[src/rtl/microsequencer.sv]
// Microcoded instruction sequencer: walks fetch/decode/execute micro-states per opcode with memory stalls and HALT.
// Define MICROSEQ_COND_JUMP_EN to build in the JZ/JC conditional jumps (opcodes 6/7); otherwise they decode as illegal.
module microsequencer #(
  parameter int DATA_W   = 8,
  parameter int OPCODE_W = 4,
  parameter int STATE_W  = 8,
  parameter int CYCLE_W  = 8
) (
  input  logic                clk,
  input  logic                reset,
  input  logic [DATA_W-1:0]   instruction,
  input  logic                mem_ready,
  input  logic                resume,
  input  logic                flag_z,
  input  logic                flag_c,
  output logic [STATE_W-1:0]  state,
  output logic [CYCLE_W-1:0]  cycle,
  output logic [OPCODE_W-1:0] opcode,
  output logic                halted,
  output logic                instr_done,
  output logic                illegal
);

  localparam logic [STATE_W-1:0] S_FETCH_PC   = STATE_W'(0);
  localparam logic [STATE_W-1:0] S_FETCH_INST = STATE_W'(1);
  localparam logic [STATE_W-1:0] S_NEXT       = STATE_W'(2);
  localparam logic [STATE_W-1:0] S_HALT       = STATE_W'(3);
  localparam logic [STATE_W-1:0] S_ALU_EXEC   = STATE_W'(4);
  localparam logic [STATE_W-1:0] S_ALU_STORE  = STATE_W'(5);
  localparam logic [STATE_W-1:0] S_OPERAND    = STATE_W'(6);
  localparam logic [STATE_W-1:0] S_JUMP       = STATE_W'(7);
  localparam logic [STATE_W-1:0] S_SET_REG    = STATE_W'(8);
  localparam logic [STATE_W-1:0] S_MOV_FETCH  = STATE_W'(9);
  localparam logic [STATE_W-1:0] S_MOV_LOAD   = STATE_W'(10);
  localparam logic [STATE_W-1:0] S_MOV_STORE  = STATE_W'(11);

  localparam logic [OPCODE_W-1:0] OP_NOP = OPCODE_W'(0);
  localparam logic [OPCODE_W-1:0] OP_HLT = OPCODE_W'(1);
  localparam logic [OPCODE_W-1:0] OP_ALU = OPCODE_W'(2);
  localparam logic [OPCODE_W-1:0] OP_JMP = OPCODE_W'(3);
  localparam logic [OPCODE_W-1:0] OP_LDI = OPCODE_W'(4);
  localparam logic [OPCODE_W-1:0] OP_MOV = OPCODE_W'(5);
  localparam logic [OPCODE_W-1:0] OP_JZ  = OPCODE_W'(6);
  localparam logic [OPCODE_W-1:0] OP_JC  = OPCODE_W'(7);

  logic [STATE_W-1:0]  r_state;
  logic [CYCLE_W-1:0]  r_cycle;
  logic [OPCODE_W-1:0] r_opcode;
  logic [STATE_W-1:0]  w_next_state;
  logic [CYCLE_W-1:0]  w_next_cycle;
  logic [OPCODE_W-1:0] w_instr_op;
  logic                w_unused;

  function automatic logic op_defined(input logic [OPCODE_W-1:0] op);
`ifdef MICROSEQ_COND_JUMP_EN
    return op <= OP_JC;
`else
    return op <= OP_MOV;
`endif
  endfunction

  function automatic logic [STATE_W-1:0] decode_first(input logic [OPCODE_W-1:0] op);
    case (op)
      OP_NOP:         return S_NEXT;
      OP_HLT:         return S_HALT;
      OP_ALU:         return S_ALU_EXEC;
      OP_JMP, OP_LDI: return S_OPERAND;
      OP_MOV:         return S_MOV_FETCH;
`ifdef MICROSEQ_COND_JUMP_EN
      OP_JZ, OP_JC:   return S_OPERAND;
`endif
      default:        return S_NEXT;
    endcase
  endfunction

  function automatic logic [CYCLE_W-1:0] sat_inc(input logic [CYCLE_W-1:0] v);
    return (&v) ? v : v + CYCLE_W'(1);
  endfunction

  assign w_instr_op = instruction[DATA_W-1 -: OPCODE_W];
  // Low instruction bits carry operand data not used here; flags are dead without conditional jumps.
  assign w_unused   = ^{instruction, flag_z, flag_c};

  // State register, T-step counter and opcode latch
  always_ff @(posedge clk or posedge reset) begin
    if (reset) begin
      r_state  <= S_FETCH_PC;
      r_cycle  <= '0;
      r_opcode <= '0;
    end else begin
      r_state <= w_next_state;
      r_cycle <= w_next_cycle;
      if (r_state == S_FETCH_INST && mem_ready)
        r_opcode <= w_instr_op;
    end
  end

  // Next-state logic
  always_comb begin
    w_next_state = r_state;
    case (r_state)
      S_FETCH_PC:   w_next_state = S_FETCH_INST;
      S_FETCH_INST: if (mem_ready) w_next_state = decode_first(w_instr_op);
      S_NEXT:       w_next_state = S_FETCH_PC;
      S_HALT:       if (resume) w_next_state = S_NEXT;
      S_ALU_EXEC:   w_next_state = S_ALU_STORE;
      S_ALU_STORE:  w_next_state = S_NEXT;
      S_OPERAND: begin
        if (mem_ready) begin
          case (r_opcode)
            OP_JMP:  w_next_state = S_JUMP;
            OP_LDI:  w_next_state = S_SET_REG;
`ifdef MICROSEQ_COND_JUMP_EN
            OP_JZ:   w_next_state = flag_z ? S_JUMP : S_NEXT;
            OP_JC:   w_next_state = flag_c ? S_JUMP : S_NEXT;
`endif
            default: w_next_state = S_NEXT;
          endcase
        end
      end
      S_JUMP:       w_next_state = S_NEXT;
      S_SET_REG:    w_next_state = S_NEXT;
      S_MOV_FETCH:  w_next_state = S_MOV_LOAD;
      S_MOV_LOAD:   if (mem_ready) w_next_state = S_MOV_STORE;
      S_MOV_STORE:  w_next_state = S_NEXT;
      default:      w_next_state = S_FETCH_PC;
    endcase
  end

  // Stalls and HALT are the only self-loops, so a state change marks an advancing edge.
  always_comb begin
    w_next_cycle = r_cycle;
    if (w_next_state == S_FETCH_PC)
      w_next_cycle = '0;
    else if (w_next_state != r_state)
      w_next_cycle = sat_inc(r_cycle);
  end

  // Output logic
  always_comb begin
    halted     = (r_state == S_HALT);
    instr_done = (r_state == S_NEXT);
    illegal    = (r_state == S_NEXT) && !op_defined(r_opcode);
  end

  assign state  = r_state;
  assign cycle  = r_cycle;
  assign opcode = r_opcode;

endmodule

[config.mk]
export PLATFORM = sky130hd
export DESIGN_NAME = microsequencer
export DESIGN_NICKNAME = d
export VERILOG_FILES = /design/src/rtl/microsequencer.sv
export SDC_FILE = /design/constraint.sdc
export NUM_CORES = 1
export LEC_CHECK = 0
export BUFFER_PORTS_ARGS = -buffer_cell sky130_fd_sc_hd__buf_2
export CAP_MARGIN = 40
export CORE_MARGIN = 5
export CORE_UTILIZATION = 28
export DETAILED_ROUTE_END_ITERATION = 10
export PLACE_DENSITY = 0.47
export SLEW_MARGIN = 5
export SYNTH_ARGS = -nofsm -noshare
export SYNTH_HDL_FRONTEND = slang
export SYNTH_SLANG_ARGS = --single-unit
[constraint.sdc]
create_clock -name clk -period 2.29 [get_ports clk]
set_clock_uncertainty 0.05 [all_clocks]
set_input_delay 0.1145 -clock clk [delete_from_list [all_inputs] [get_ports clk]]
set_output_delay 0.1145 -clock clk [all_outputs]
set_load 0.01 [all_outputs]
# Word-level counts from Yosys, hierarchy flattened
# Index checks and enable logic that the tools add are counted.
[classes]
magnitude_cmp = 1
muxes = 10
eq_ne = 20
n_addsub = 1
reduce_logical = 10
[op_table]
columns = ["cell", "count"]
rows = [
  ["$pmux W8 S8", 1],
  ["$mux W8", 7],
  ["$eq A8 B3 Y1 const B", 4],
  ["$eq A8 B4 Y1 const B", 4],
  ["$eq A8 B2 Y1 const B", 2],
  ["$logic_not A8 Y1", 2],
  ["$pmux W4 S4", 1],
  ["$eq A4 B2 Y1 const B", 3],
  ["$eq A4 B3 Y1 const B", 3],
  ["$add A8 B1 Y8 const B", 1],
  ["$eq A8 B1 Y1 const B", 1],
  ["$ne A8 B8 Y1", 1],
  ["$pmux W4 S2", 1],
  ["$reduce_and A8 Y1", 1],
  ["$eq A4 B1 Y1 const B", 1],
  ["$le A4 B3 Y1 const B", 1],
  ["$reduce_or A4 Y1", 1],
  ["$logic_and A1 B1 Y1", 2],
  ["$ne A2 B2 Y1 const B", 1],
  ["$reduce_and A2 Y1", 1],
  ["$reduce_bool A2 Y1", 1],
  ["$reduce_or A2 Y1", 1],
  ["$logic_not A1 Y1", 1],
]
[word_totals]
register_bits = 20
output_inout_bits = 23
input_bits = 14

# Longest topological paths before layout
[depth]
depth_word = 8
depth_mapped = 6
ltp_nobuf = 5

# Worst setup path after synthesis
# No wires, ideal clock.
[synth_timing]
kind = "register to register"
startpoint = "register r_state[4] (netlist: state[4])"
endpoint = "register r_opcode[0] (netlist: opcode[0])"
slack_ps = 322
arrival_ps = 1793
required_ps = 2115
stages_incl_launch_ff = 7
n_path_buf = 2
synth_period_minus_slack_ps = 1968
setup_ps = 125
cell_sequence = "dfrtp_1 -> or4_1 -> buf_2 -> nor2_1 -> and3_1 -> buf_2 -> mux2_2"
[synth_between]
elab_chain_cells = 2
[synth_lines]
columns = ["element", "line_no", "source"]
rows = [
  ["start, declared", "46", "logic [STATE_W-1:0] r_state;"],
  ["start signal, assigned", "91", "r_state <= w_next_state;"],
  ["$eq A8 B1 Y1", "93", "if (r_state == S_FETCH_INST && mem_ready)"],
  ["$logic_and A1 B1 Y1", "93", ""],
  ["end signal, assigned", "94", "r_opcode <= w_instr_op;"],
  ["end, declared", "48", "logic [OPCODE_W-1:0] r_opcode;"],
]
# No other way between the ends.
# A chain may end at the register's enable or synchronous reset.

# Worst setup path in the final report
[layout_timing]
startpoint = "register r_state[4] (netlist: state[4])"
endpoint = "register r_opcode[1] (netlist: opcode[1])"
# The elaborated chain is that of the path after synthesis.

==> run summary <==
The area growth from synthesis to layout is 22.51%. For the pin with the worst max-slew slack, the measured transition is ~0.78 ns. The cell count along the critical path is 4. The static leakage is between 0.7 and 0.8 nW. Ranked by total cell area, the synthesized netlist is headed by sky130_fd_sc_hd__dfrtp_1, sky130_fd_sc_hd__mux2_2, sky130_fd_sc_hd__mux2i_1, sky130_fd_sc_hd__nand2_1, sky130_fd_sc_hd__buf_6. The number of enable-type register cells in the synthesized netlist came out at 0. The final period utilization is a little over 90%. The first-pass iteration count of the detailed router is 4. The fraction of layout instances using a drive strength above 1 is 29.17%. The synthesized netlist devotes 0.9747% of its cell area to adder and majority cells. The required time of the worst setup path is about 2.4 ns. The die height is 77.71 um. Counting flops and latches in the post-synthesis netlist gives 20.

The detail route stage leaves a number of antenna-violating nets equal to 0. The worst path buffer plus inverter count is 0. In this run, the number of DRC markers left after iteration 0 of detailed routing was 58. The row count came out at 24. The via count of the first global-routing pass came out at 1153. The worst pin sits at a relative slew slack of 48.20%. The sum of net half-perimeters after detailed placement is roughly 2.5 mm.

The number of failing setup endpoints in the final timing report is 0. The maximum vdd ir drop is 0.2119 mV. The post-route total power came out at 0.7913 mW. The wire length per cell came out at 14.37 um. The sequential-to-total area share from yosys stat is 38.99%.

The path class of the lowest-slack min-delay path is in -> reg. The clock slew seen by the registers of the worst setup and hold paths came out at 0.08 ns. The share of flip-flops with an asynchronous set or reset after synthesis is 100.0%. Among all flip-flop cells after synthesis, the most frequent one is sky130_fd_sc_hd__dfrtp_1. Buffers placed on the I/O ports in this run total 30.

Entering global routing, the biggest net connects 21 pins. Of all cell types, the one taking the most synthesized area is sky130_fd_sc_hd__dfrtp_1. The commonest cells after synthesis are sky130_fd_sc_hd__dfrtp_1, sky130_fd_sc_hd__nand2_1, sky130_fd_sc_hd__nor2_1. The total clock buffers created by CTS is 3. The synthesized netlist occupies a cell area of 0.001284 sq mm. The starting density of the core is 29.08%. After detailed routing, the total wire length is 3.161 mm. The number of vias per cell after detailed routing is about 5.2. The top cell type by area accounts for 38.99% of the synthesized area. In this run the count of I/O pins placed on the die edge is 37. The sink count of the clock tree is 20.

Tracing the worst setup path back leads to its startpoint at state[4]$_DFF_PP0_. The root buffer cell chosen for the clock tree is sky130_fd_sc_hd__clkbuf_8. The post-layout instance count excluding filler cells came out at 220. In this run the power density over the cells is 503.2 mW/mm^2. The die width is 77.71 um. TritonCTS built the clock tree. The number of cells produced by synthesis came out at between 100 and 150. The maximum level of the CTS H-tree came out at 1.

The number of cells on the worst reg-to-reg path is 4. Static timing analysis puts the maximum clock frequency at about 480 MHz. STA classifies the critical path endpoint as a flop.

The critical path ends at opcode[1]$_DFFE_PP0P_. The first-pass GRT wire length is 5.430 mm. The synthesized-area fraction occupied by ao, oa, aoi and oai cells came out at about 15%.

The total number of yosys warnings came out at 0. The maximum root-to-sink buffer count is 2. Across all layers, the routed design uses 1154 vias.

The distinct cell type count of the synthesized netlist came out at 50. Setup repair after global routing left no endpoint under its margin. Summed over all layers, the global routing overflow is 0. The number of max-capacitance violations reported came out at 0. The signal on the critical path passes through or4_1, nor2_1, and3_1, mux2_2.

At the end of the flow, the number of nets in the layout was 184. The setup path with the least slack is of type reg -> reg. The share of the synthesized netlist area taken by xor and xnor gates is 0.6823%. The repair_antennas step left the layout with diodes totalling 0. The final weighted congestion in routability-driven placement is roughly 0.79.

The setup check on the worst reg-to-reg path leaves a slack of 0.21 ns. The longest individual stage delay on the worst path is 0.68 ns. The portion of netlist area occupied by mux cells is 6.628%. The initial antenna violation count was 0.

The largest individual stage delay along the critical path comes from the cell sky130_fd_sc_hd__or4_1. The remaining design rule violation count is 0. The flow ran to the end, and the final reports show no timing, DRC or antenna violations. The post-placement cell count is 215. By area, the combinational part of the netlist is dominated by simple AND/OR/NAND/NOR gates. The number of fill cells came out at roughly 450. The most frequent cell after synthesis is sky130_fd_sc_hd__dfrtp_1.

The number of max-slew violations in the final report came out at 0. The global router's overall resource usage is a little over a tenth. The number of failing hold endpoints at the final stage came to 0.

In this run the worst path has a maximum fanout of 6. STA classifies the critical path startpoint as a flop. The area of the core is approximately 0.0044 sq mm.

After synthesis, the mean cell area works out to just under 10 sq um. The later pin in the worst-skew pair is clocked with a latency of 0.25 ns. Subtracting the final worst setup slack from the clock period gives 2.079 ns. The setup TNS is 0 ns. The number of buffers added for setup after CTS is 0. In this run the critical register-to-register path is captured at opcode[1]$_DFFE_PP0P_. The basic-gate share of the synthesized area counting and, or, nand and nor cells came out at between 30% and 40%. The critical path arrival came out at 2.17 ns.

The die area came out at roughly 0.0060 sq mm. The category of cells accounting for the largest share of critical-path delay is simple AND/OR/NAND/NOR gates. In this run the critical register-to-register path is launched from state[4]$_DFF_PP0_.
## worst min-delay path by stage
stage                              start                   end  depth (start not counted)
final                     instruction[7]    state[2]$_DFF_PP0_                          2
after global placement             reset  cycle[5]$_DFFE_PP0P_                          2
after CTS                 instruction[7]    state[3]$_DFF_PP0_                          2
after global routing      instruction[7]    state[3]$_DFF_PP0_                          2
after detailed placement           reset  cycle[6]$_DFFE_PP0P_                          2
after floorplan                    reset  cycle[0]$_DFFE_PP0P_                          1
## final cells by class
cell class	count	area, sq um	area share, %
multi-input combinational	102	711.9	45.27
sequential	20	500.5	31.82
timing repair buffer	37	205.2	13.05
inverter	5	18.77	1.193
tap	52	65.06	4.137
clock inverter	1	30.03	1.909
clock buffer	3	41.29	2.625
## report_power, final
| part | total (mW) | switching [mW] | leakage, nW | internal (mW) |
|---|---|---|---|---|
| clock network | 0.353 | 0.120 | 0.0357 | 0.233 |
| registers | 0.372 | 0.00961 | 0.269 | 0.363 |
| logic | 0.0659 | 0.0370 | 0.420 | 0.0289 |
## worst reg2reg max path, delay by kind of cell, from the launching register on
| kind | cells | cell delay (ns) |
|---|---|---|
| flops | 1 | 0.39 |
| mux | 1 | 0.37 |
| simple gates | 3 | 1.16 |
## placed cells by master, fill, tap and decap left out, types with 2 or more instances in the layout
cell / n
sky130_fd_sc_hd__nor2_1: 7
sky130_fd_sc_hd__o21ai_0: 6
sky130_fd_sc_hd__nand2_1: 9
sky130_fd_sc_hd__a21oi_1: 2
sky130_fd_sc_hd__mux2_2: 4
sky130_fd_sc_hd__mux2i_1: 4
sky130_fd_sc_hd__nand2b_1: 3
sky130_fd_sc_hd__or4_1: 3
sky130_fd_sc_hd__conb_1: 4
sky130_fd_sc_hd__clkbuf_8: 3
sky130_fd_sc_hd__dfrtp_1: 20
sky130_fd_sc_hd__nor4_1: 4
sky130_fd_sc_hd__nor3b_1: 3
sky130_fd_sc_hd__buf_4: 6
sky130_fd_sc_hd__nand3b_1: 4
sky130_fd_sc_hd__nor3_1: 2
sky130_fd_sc_hd__or2_2: 2
sky130_fd_sc_hd__nand4_1: 3
sky130_fd_sc_hd__o31ai_1: 3
sky130_fd_sc_hd__inv_1: 5
sky130_fd_sc_hd__and3_1: 3
sky130_fd_sc_hd__buf_2: 30
sky130_fd_sc_hd__nor4bb_1: 3
sky130_fd_sc_hd__a21boi_1: 3
sky130_fd_sc_hd__nand3_1: 5
## routing by layer
| layer | track usage (%) | vias up | routed length, um |
|---|---|---|---|
| met3 | 2.894 | 4 | 163 |
| li1 | - | 567 | - |
| met4 | 3.952 | 0 | 31 |
| met2 | 15.94 | 24 | 1432 |
| met1 | 15.21 | 559 | 1533 |
| met5 | 0 | - | 0 |
## timing repair
item	4_1_cts	5_1_grt
hold buffers	1	0
gates resized for setup	0	0
hold endpoints to repair	20	0
## registers in the layout (all words and copies together) (netlist names)
name,flops
state,8
cycle,8
opcode,4
## metrics by stage
stage	hold slack, ns	setup slack, ns	util, %	instance area, sq um
floorplan	0.02833	0.3218	-	1295
finish	0.06950	0.2111	35.63	1573
detailed placement	0.2592	0.1978	33.79	1491
global placement	0.2467	0.2386	33.79	1491
global route	0.07107	0.08262	35.63	1573
CTS	0.05796	0.1856	35.63	1573
## logic make-up (layout without fill, tap and decap cells)
group	count (synthesis)	count (layout)
and+or+nand+nor	61	61
AOI/OAI and AO/OA	27	27
DFF	20	20
buffers and inverters	13	46
muxes	8	8
adders and majority gates	1	1
other	1	4
xor gates and xnor gates	1	1
Power figures use the tool's default switching activity.
